### config.mk
export PLATFORM = sky130hd
export DESIGN_NAME = slt_serial_32_bit
export DESIGN_NICKNAME = d
export VERILOG_FILES = /design/src/rtl/slt_serial_32_bit.sv
export SDC_FILE = /design/constraint.sdc
export NUM_CORES = 1
export LEC_CHECK = 0
export ABC_CLOCK_PERIOD_IN_PS = 2460
export BUFFER_PORTS_ARGS = -buffer_cell sky130_fd_sc_hd__buf_4
export CAP_MARGIN = 25
export CELL_PAD_IN_SITES_DETAIL_PLACEMENT = 0
export CELL_PAD_IN_SITES_GLOBAL_PLACEMENT = 2
export CORE_MARGIN = 4
export CORE_UTILIZATION = 28
export DETAILED_ROUTE_END_ITERATION = 16
export PLACE_DENSITY = 0.86
export SETUP_SLACK_MARGIN = 0.4
export SLEW_MARGIN = 20
export SYNTH_ARGS = -nofsm -noshare
export SYNTH_HDL_FRONTEND = slang
export SYNTH_SLANG_ARGS = --single-unit
### constraint.sdc
create_clock -name clk -period 2.46 [get_ports clk]
set_input_delay 0.369 -clock clk [delete_from_list [all_inputs] [get_ports clk]]
set_output_delay 0.369 -clock clk [all_outputs]
set_load 0.02 [all_outputs]
### src/rtl/slt_serial_32_bit.sv
`default_nettype none
// ============================================================================
// Module      : slt_serial_32_bit
// Description : Bit-serial set-less-than unit. Accepts an operand pair over a
//               valid/ready handshake, scans MSB-first one bit per cycle and
//               returns {zeros, lt} plus an equality flag over a second
//               valid/ready handshake. Signed (slt) or unsigned (sltu).
//               Optional macro SLT_EARLY_EXIT_EN: finish the scan in the cycle
//               the first differing bit is found (data-dependent latency).
// Revision    : 1.0 - initial release
// ============================================================================
module slt_serial_32_bit #(
    parameter int WIDTH = 32,
    parameter int IDX_W = 5
) (
    input  logic             clk,
    input  logic             reset,
    input  logic             in_valid,
    output logic             in_ready,
    input  logic [WIDTH-1:0] a,
    input  logic [WIDTH-1:0] b,
    input  logic             is_unsigned,
    output logic             out_valid,
    input  logic             out_ready,
    output logic [WIDTH-1:0] result,
    output logic             eq,
    output logic             busy
);

    typedef enum logic [1:0] {
        S_IDLE = 2'd0,
        S_SCAN = 2'd1,
        S_DONE = 2'd2
    } state_t;

    localparam logic [IDX_W-1:0] C_MSB_IDX = IDX_W'(WIDTH - 1);

    state_t           r_state;
    logic [WIDTH-1:0] r_a;
    logic [WIDTH-1:0] r_b;
    logic             r_unsigned;
    logic [IDX_W-1:0] r_idx;
    logic             r_decided;
    logic             r_lt;
    logic             r_lt_out;
    logic             r_eq;
    logic             r_out_valid;

    logic             w_bit_a;
    logic             w_bit_b;
    logic             w_decide_now;
    logic             w_lt_next;
    logic             w_finish;

    // Decision logic for the bit currently under examination
    always_comb begin
        w_bit_a      = r_a[r_idx];
        w_bit_b      = r_b[r_idx];
        w_decide_now = !r_decided && (w_bit_a != w_bit_b);
        w_lt_next    = r_lt;
        if (w_decide_now) begin
            // Differing sign bits in signed mode: the negative operand is smaller
            if ((r_idx == C_MSB_IDX) && !r_unsigned) begin
                w_lt_next = w_bit_a;
            end else begin
                w_lt_next = w_bit_b;
            end
        end
    end

`ifdef SLT_EARLY_EXIT_EN
    // Scan ends at bit 0 or as soon as the outcome is known
    assign w_finish = (r_idx == '0) || w_decide_now;
`else
    // Scan always covers every bit, giving constant latency
    assign w_finish = (r_idx == '0);
`endif

    // Control FSM, operand latch and registered outputs
    always_ff @(posedge clk or posedge reset) begin
        if (reset) begin
            r_state     <= S_IDLE;
            r_a         <= '0;
            r_b         <= '0;
            r_unsigned  <= 1'b0;
            r_idx       <= '0;
            r_decided   <= 1'b0;
            r_lt        <= 1'b0;
            r_lt_out    <= 1'b0;
            r_eq        <= 1'b0;
            r_out_valid <= 1'b0;
        end else begin
            case (r_state)
                S_IDLE: begin
                    if (in_valid && in_ready) begin
                        r_a        <= a;
                        r_b        <= b;
                        r_unsigned <= is_unsigned;
                        r_idx      <= C_MSB_IDX;
                        r_decided  <= 1'b0;
                        r_lt       <= 1'b0;
                        r_state    <= S_SCAN;
                    end
                end
                S_SCAN: begin
                    r_lt      <= w_lt_next;
                    r_decided <= r_decided | w_decide_now;
                    if (w_finish) begin
                        r_lt_out    <= w_lt_next;
                        r_eq        <= !(r_decided || w_decide_now);
                        r_out_valid <= 1'b1;
                        r_state     <= S_DONE;
                    end else begin
                        r_idx <= r_idx - IDX_W'(1);
                    end
                end
                S_DONE: begin
                    // result/eq stay put after the handshake until the next completion
                    if (out_ready) begin
                        r_out_valid <= 1'b0;
                        r_state     <= S_IDLE;
                    end
                end
                default: begin
                    r_state <= S_IDLE;
                end
            endcase
        end
    end

    assign in_ready  = (r_state == S_IDLE) && !reset;
    assign busy      = (r_state != S_IDLE);
    assign out_valid = r_out_valid;
    assign eq        = r_eq;
    assign result    = {{(WIDTH-1){1'b0}}, r_lt_out};

endmodule
`default_nettype wire

Word level (Yosys, flattened, before mapping) --
Cells that the tools add are included.
Word-level totals: register bits after elaboration 77, input bits 69, word-level logic and storage cells 60
Cells by class: $add $sub $neg 1, magnitude comparators 1, equality and inequality tests 8, muxes and demuxes 19, bitwise gates (word level) 1, reduce and logical (&&, ||, !) cells 20
Operator list (number):
- $bmux W1 S5 | 2
- $mux W5 | 2
- $pmux W5 S2 | 1
- $reduce_and A3 Y1 | 3
- $ne A2 B2 Y1 const B | 4
- $mux W1 | 7
- $lt A5 B6 Y1 const B | 1
- $mux W2 | 3
- $pmux W1 S2 | 3
- $pmux W2 S3 | 1
- $reduce_and A2 Y1 | 3
- $reduce_bool A2 Y1 | 3
- $eq A5 B5 Y1 const B | 1
- $logic_not A5 Y1 | 1
- $sub A5 B1 Y5 const B | 1
- $logic_and A1 B1 Y1 | 4
- $logic_not A1 Y1 | 4
- $eq A2 B1 Y1 const B | 1
- $eq A2 B2 Y1 const B | 1
- $logic_not A2 Y1 | 1
- $logic_or A1 B1 Y1 | 1
- $ne A1 B1 Y1 | 1
- $or A1 B1 Y1 | 1

Logic depth before layout (Yosys ltp) --
Gate-level depths: netlist of the first run.
depth after elaboration 6, mapped depth 10, gate-level depth less buffers 8

Worst setup path before layout of the first run --
OpenSTA, ideal clock, no wires.
kind register -> register, from reg r_idx[1], to reg r_lt, setup time 0.133 ns, arrival time 2.211 ns, required time 2.327 ns, setup slack 0.116 ns, cell stages (with the launch flop) 9, clock period less this slack 2.344 ns, cells stage by stage dfrtp_1 -> buf_4 -> mux4_2 -> mux2_2 -> a2111oi_4 -> a21oi_2 -> xnor2_2 -> o311ai_0 -> nand2_1
On the way: longest elaborated chain between the ends 6, elaborated cells between the ends (all ways) 11, those cells by class 2 x eq/ne; 7 x mux; 2 x reduce/logical
RTL lines:
- start: declaration | line 42 | logic [IDX_W-1:0] r_idx;
- start signal: assignment | line 114 | r_idx <= r_idx - IDX_W'(1);
- $bmux W1 S5, on equally long branches | line 57, 58
- $mux W1, on equally long branches | line 57, 58
- $ne A1 B1 Y1 | line 59 | w_decide_now = !r_decided && (w_bit_a != w_bit_b);
- $logic_and A1 B1 Y1 | line 59
- $mux W1 * | line 61 | if (w_decide_now) begin
- $pmux W1 S2 * | line 93 | case (r_state)
- end signal: assignment | line 106 | r_lt <= w_lt_next;
- end: declaration | line 44 | logic r_lt;
Mark *: on every way between the ends. The rest lies on a longest branch, timed or not. The select of a mux whose other input is x is not followed. A chain may end at the register's enable or synchronous reset.

Worst setup path in the final report of the first run --
from reg r_idx[1], to reg r_lt_out
On the way: longest elaborated chain between the ends 5, elaborated cells between the ends (all ways) 12, those cells by class 2 x eq/ne; 6 x mux; 4 x reduce/logical
RTL lines:
- $bmux W1 S5, on equally long branches | line 57, 58
- $mux W1, on equally long branches | line 57, 58
- $ne A1 B1 Y1 | line 59
- $logic_and A1 B1 Y1 | line 59
- $mux W1 | line 61
- end signal: assignment | line 109 | r_lt_out <= w_lt_next;
- end: declaration | line 45 | logic r_lt_out;
Several ways; a longest one is shown, not always the timed one. The select of a mux whose other input is x is not followed.

==> run_results.csv, run 1 <==
group,metric,value,unit
run_status,status,"complete, no violations",
sta,totalNegativeSetupSlack,0,ns
place,place_congestion,0.8332,
critical_path,worst-r2r-cell-count,9,
final_layout,utilization,0.3719,
power,p_sw,2.085,mW
global_route,overflow,0,
clocking,cts_made_buffers,9,
final_layout,antenna_cells,0,
final_layout,final_nets,583,
route,final_antenna_net_count,0,
route,via_per_inst,4.323,
floorplan,core-area,0.01335,mm²
logic_synthesis,mappedNetlistArea,0.003856,mm²
global_route,grt_pass1_wl,15920,µm
power,leakage,2.579,nW
route,via_count,2996,
route,routedWlPerCell,13.93,µm
power,internal_power,4.062,mW
job,maxCapViolations,0,
logic_synthesis,ys_seq_area_frac,0.4997,
power,seq_power_share,0.369,
final_layout,layout-drive-gt1-share,0.2553,
logic_synthesis,netlist.area_leader.share,0.4997,
global_route,grt_max_degree,51,
critical_path,arrival,2.56,ns
floorplan,die_w,125.4,µm
floorplan,dieArea,0.01571,mm²
clocking,ctsLongestPathBuffers,2,
critical_path,critPathRequiredTime,2.66,ns
power,clkPwrFrac,0.233,
sta,relSlewSlack,0.4628,
global_route,grt_antenna_before_repair,0,
sta,hold_viol,0,
place,dpl.hpwl,7208,µm
logic_synthesis,yosysWarnings,0,
logic_synthesis,synth-seq-cells,77,
final_layout,fillers,1411,
sta,tightest_slew,0.8041,ns
power,p_comb_frac,0.398,
logic_synthesis,synth_top_area_cell,"dfrtp_1",
logic_synthesis,yosys.cell_types.count,38,
clocking,clockRootBuffer,"clkbuf_16",
logic_synthesis,syn_inst,431,
sta,period_needed,2.358,ns
route,drtIter0Drc,127,
clocking,cts_tree,"yes",
hold_path,hold_path_class,"input pin to async pin",
global_route,grt_pass1_vias,3129,
clocking,h-tree-depth,3,
floorplan,start_util,0.2889,
clocking,clk_pin_slew,0.06,ns
floorplan,pin_count,105,
power,ir_drop,0.0005238,V
floorplan,dieHeight,125.4,µm
logic_synthesis,yosys-top-cells-area,"dfrtp_1, nand2_1, buf_4",
sta,rsz0062_at_grt,"true",
critical_path,r2r_slack,0.10,ns
sta,maxSlewViolCount,0,
route,firstDrtPassIters,4,
sta,max_freq,0.4241,GHz
clocking,cts.sinks,77,
floorplan,fp-row-count,42,
sta,finalCritPeriodShare,0.9584,
critical_path,reg2reg_to,"r_lt_out",
place,port_buffers,73,
critical_path,start_kind,"flop",
power,powerDensity,1238,mW/mm²
sta,skew,0.005744,ns
route,drt-total-wl,9655,µm
route,drc,0,
critical_path,path_class,"flop to flop",
logic_synthesis,syn_area_per_cell,8.947,µm²
critical_path,cp_max_fo,4,
sta,setup_viol,0,
final_layout,syn2layout_area_growth,28.72,%
global_route,grt_usage,0.1251,
critical_path,end_kind,"flop",
critical_path,timing.rr.start,"r_idx[1]",
clocking,worstSkewPairLatency,0.33,ns
power,p_sw_frac,0.3392,
[power by group through the flow]
stage,combinational [mW],clock (mW),sequential [mW]
2_1_floorplan,1.77,0,2.10
3_3_place_gp,2.25,0,2.28
3_5_place_dp,2.31,0,2.27
4_1_cts,2.46,1.47,2.27
5_1_grt,2.74,1.52,2.34
6_report,2.45,1.43,2.27
[worst max-delay path: stages, from the launching register on]
cell and delay (ns):
dfrtp_1 0.38, buf_6 0.13, mux4_2 0.48, mux2_4 0.29
a2111oi_4 0.33, a21oi_2 0.11, xnor2_2 0.16, buf_4 0.15
o21ai_2 0.10, o211ai_1 0.08
[flip-flops by register name (all words and copies together), names as in the netlist]
signal	flops
r_unsigned	1
r_lt	1
r_idx	5
out_valid	1
r_state	2
r_a	32
r_b	32
r_decided	1
r_lt_out	1
eq	1
[cell usage in the layout, fill, tap and decap left out, drive strengths merged, types with 2 or more instances in the layout]
master	count
a211oi	2
xnor2	2
mux4	8
mux2i	16
nor3b	3
clkbuf	13
nand2	208
dfrtp	77
a22oi	2
clkinvlp	2
o211ai	2
o21ai	9
nor2	10
nand2b	3
conb	31
and2	4
mux2	2
a2111oi	2
bufinv	2
a21oi	5
ha	2
buf	92
nor2b	3
o22ai	2
nand4	2
inv	4
[layout make-up]
cell class              count  area [µm²]  share of cell area
clock buffers              13       260.3             0.05243
well taps                 176       220.2             0.04437
flip-flops and latches     77        1928              0.3885
repair buffers             92       726.9              0.1465
multi-input cells         327        1738              0.3501
inverters                   5       22.52            0.004537
clock inverters             3       67.56             0.01361
[cells by family (layout without fill, tap and decap cells)]
group,Yosys count,count (layout),synth area share
simple gates,239,239,0.2479
flops,77,77,0.4997
buf+inv,57,113,0.08891
compound gates,27,27,0.05548
mux,26,26,0.09409
fa+ha+maj,2,2,0.006488
xor+xnor,2,2,0.006491
other cells,1,31,0.0009725
[cells in the mapped netlist, drive strengths merged]
library cell	count
nand2	208
dfrtp	77
buf	39
mux2i	16
clkbuf	13
nor2	10
o21ai	9
mux4	8
a21oi	5
inv	5
and2	4
nand2b	3
nor2b	3
nor3b	3
a2111oi	2
a211oi	2
a22oi	2
ha	2
mux2	2
nand4	2
o211ai	2
o22ai	2
xnor2	2
a22o	1
a31oi	1
and3	1
conb	1
nand3	1
nand3b	1
nor4	1
o311ai	1
or2	1
or3b	1
[layer usage]
layer / vias up / global-route usage / wire length [µm]
met3: 11 / 0.02601 / 364
li1: 1486 / - / -
met5: - / 0 / 0
met1: 1427 / 0.1715 / 4613
met4: 0 / 0.04464 / 134
met2: 72 / 0.1971 / 4541
[stage by stage]
stage | cells | total power, mW | worst slack [ns] | cell area, µm² | hold slack, ns
finish | 693 | 6.147 | 0.1022 | 4964 | 0.2048
global route | 693 | 6.606 | -0.003017 | 4964 | 0.2292
CTS | 693 | 6.198 | 0.1100 | 4955 | 0.2156
detailed placement | 674 | 4.583 | 0.09501 | 4581 | 0.4610
global placement | 674 | 4.521 | 0.1164 | 4581 | 0.4579
floorplan | 461 | 3.877 | 0.1588 | 3991 | 0.4403
[how the worst max path moves through the flow]
stage | slack (ns) | start | endpoint
3_3_place_gp | 0.12 | r_idx[1] | r_lt
5_1_grt | -0.003 | r_idx[1] | r_lt_out
3_5_place_dp | 0.1 | r_idx[0] | r_lt
4_1_cts | 0.11 | r_idx[1] | r_lt_out
2_1_floorplan | 0.16 | r_idx[1] | r_lt
6_report | 0.10 | r_idx[1] | r_lt_out
[what timing repair did]
item                                    4_1_cts  5_1_grt
endpoints found under the setup margin        4        5
resized for setup                             7        2
cloned                                        0        0
hold buffers                                  0        0
setup buffers                                 3        0
Power figures use the tool's default switching activity.
==> inputs of run 2 (changes only) <==
--- a/config.mk
+++ b/config.mk
@@ -6,7 +6,7 @@
 export NUM_CORES = 1
 export LEC_CHECK = 0
 export ABC_CLOCK_PERIOD_IN_PS = 2460
-export BUFFER_PORTS_ARGS = -buffer_cell sky130_fd_sc_hd__buf_4
+export BUFFER_PORTS_ARGS = -buffer_cell sky130_fd_sc_hd__clkbuf_2
 export CAP_MARGIN = 25
 export CELL_PAD_IN_SITES_DETAIL_PLACEMENT = 0
 export CELL_PAD_IN_SITES_GLOBAL_PLACEMENT = 2
==> run 2 against run 1 <==
Compared with the run above: first-iteration DRC count grew 22%; critical path depth unchanged; setup slack better by 0.0011 ns; non-clock buffer count shrank 4; largest power group unchanged; via count down 0.80%; design area fell by 4.9%; maximum frequency hardly changed; clock-buffer cell count stayed put; cell count fell by 0.58%; critical endpoint is now r_decided.
==> run_results.csv, run 2 (synthesis results as in run 1) <==
group,metric,value,unit
run_status,status,"complete, no violations",
sta,maxSlewViolCount,0,
final_layout,postLayoutCellArea,0.004718,mm²
final_layout,antenna_cells,0,
sta,setup_viol,0,
place,dpl.hpwl,7139,µm
route,via_per_inst,4.313,
route,firstDrtPassIters,4,
sta,finalCritPeriodShare,0.9580,
sta,setup_slack,0.1034,ns
sta,rsz0062_at_grt,"true",
final_layout,fillers,1422,
floorplan,start_util,0.2889,
final_layout,syn2layout_area_growth,22.36,%
global_route,grt_pass1_wl,15930,µm
floorplan,die_w,125.4,µm
critical_path,worst-r2r-cell-count,9,
floorplan,core-area,0.01335,mm²
hold_path,hold_path_class,"input pin to async pin",
clocking,clockRootBuffer,"clkbuf_16",
global_route,grt_antenna_before_repair,0,
critical_path,arrival,2.61,ns
critical_path,reg2reg_to,"r_decided",
final_layout,layout-drive-gt1-share,0.2456,
critical_path,timing.rr.start,"r_idx[1]",
final_layout,final_cell_mix,"nand2_1, dfrtp_1, clkbuf_2",
power,leakage,2.499,nW
clocking,cts_tree,"yes",
power,ir_drop,0.0004762,V
place,place_congestion,0.8354,
final_layout,fin_cells,689,
sta,relSlewSlack,0.5800,
sta,hold_viol,0,
clocking,cts_hold_buf,0,
sta,skew,0.005336,ns
route,drc,0,
floorplan,fp-row-count,42,
sta,period_needed,2.357,ns
critical_path,cp_max_fo,5,
clocking,clk_pin_slew,0.06,ns
global_route,grt_pass1_vias,3168,
clocking,cts_made_buffers,9,
route,via_count,2972,
floorplan,dieHeight,125.4,µm
route,drtIter0Drc,155,
floorplan,dieArea,0.01571,mm²
place,port_buffers,73,
critical_path,r2r_slack,0.10,ns
clocking,h-tree-depth,3,
critical_path,critPathRequiredTime,2.71,ns
power,total_power,5.951,mW
global_route,grt_usage,0.1256,
clocking,cts.sinks,77,
critical_path,end_kind,"flop",
critical_path,start_kind,"flop",
clocking,worstSkewPairLatency,0.33,ns
place,pre_cts_slack,0.09029,ns
place,dp_cells,672,
sta,max_freq,0.4243,GHz
sta,tightest_slew,0.6287,ns
route,routedWlPerCell,13.83,µm
critical_path,path_class,"flop to flop",
final_layout,top_regs,"r_a (32), r_b (32), r_idx (5)",
floorplan,pin_count,105,
final_layout,final_common_cell,"nand2_1",
job,maxCapViolations,0,
place,place_area,0.004383,mm²
global_route,grt_max_degree,53,
final_layout,final_nets,579,
power,powerDensity,1261,mW/mm²
clocking,ctsLongestPathBuffers,2,
route,drt-total-wl,9530,µm
global_route,overflow,0,
route,final_antenna_net_count,0,
==> run 2: changes by cell type in the layout (fill, tap and decap cells not counted), moves of 2 or more <==
cell	before	now
buf_4	87	12
buf_6	3	1
clkbuf_2	0	73
o21ai_1	1	3
==> run 2: final cells by class <==
type                            count  area, µm²  share of cell area
Clock buffer                       13      270.3             0.05728
Clock inverter                      3      42.54            0.009016
Inverter                            5      22.52            0.004773
Multi-Input combinational cell    327       1729              0.3665
Sequential cell                    77       1927              0.4084
Tap cell                          176      220.2             0.04667
Timing Repair Buffer               88      506.7              0.1074
==> run 2: per-stage QoR <==
stage / util / TNS (ns) / hold WS, ns
2_1_floorplan: - / 0 / 0.4403
3_3_place_gp: 0.3284 / 0 / 0.4561
3_5_place_dp: 0.3284 / 0 / 0.4615
4_1_cts: 0.3526 / 0 / 0.1372
5_1_grt: 0.3535 / -0.1130 / 0.1789
6_report: 0.3535 / 0 / 0.1257
==> run 2: worst max path at each step <==
stage	from	endpoint	slack [ns]
floorplan	r_idx[1]	r_lt	0.16
global placement	r_idx[1]	r_lt	0.10
detailed placement	r_idx[1]	r_decided	0.09
CTS	r_idx[1]	r_decided	0.1
global route	r_idx[1]	r_lt_out	-0.05
finish	r_idx[1]	r_decided	0.10
==> run 2: where the power goes <==
| group | switching [mW] | internal [mW] | leakage (nW) |
|---|---|---|---|
| Clock | 0.506 | 0.868 | 0.152 |
| Sequential | 0.407 | 1.85 | 0.949 |
| Combinational | 1.16 | 1.16 | 1.40 |
| Total | 2.07 | 3.88 | 2.50 |
==> run 2: critical path: stages (launching register included) <==
cell and delay, ns:
dfrtp_1 0.37, buf_6 0.13, mux4_2 0.50, mux2_4 0.29, a2111oi_4 0.33, a21oi_2 0.10, xnor2_2 0.16, buf_4 0.14
nand2b_1 0.13, a21oi_1 0.12
==> run 2: timing repair <==
item | 4_1_cts | 5_1_grt
gates cloned | 0 | 0
buffers inserted | 1 | 0
endpoints found under the setup margin | 4 | 7
gates resized for setup | 2 | 3
==> run 2: routing by layer <==
layer | global-route usage | share of wire | vias up
met5 | 0 | 0 | -
li1 | - | - | 1471
met3 | 0.02516 | 0.046 | 15
met2 | 0.1939 | 0.46 | 84
met1 | 0.1759 | 0.48 | 1402
met4 | 0.04528 | 0.020 | 0
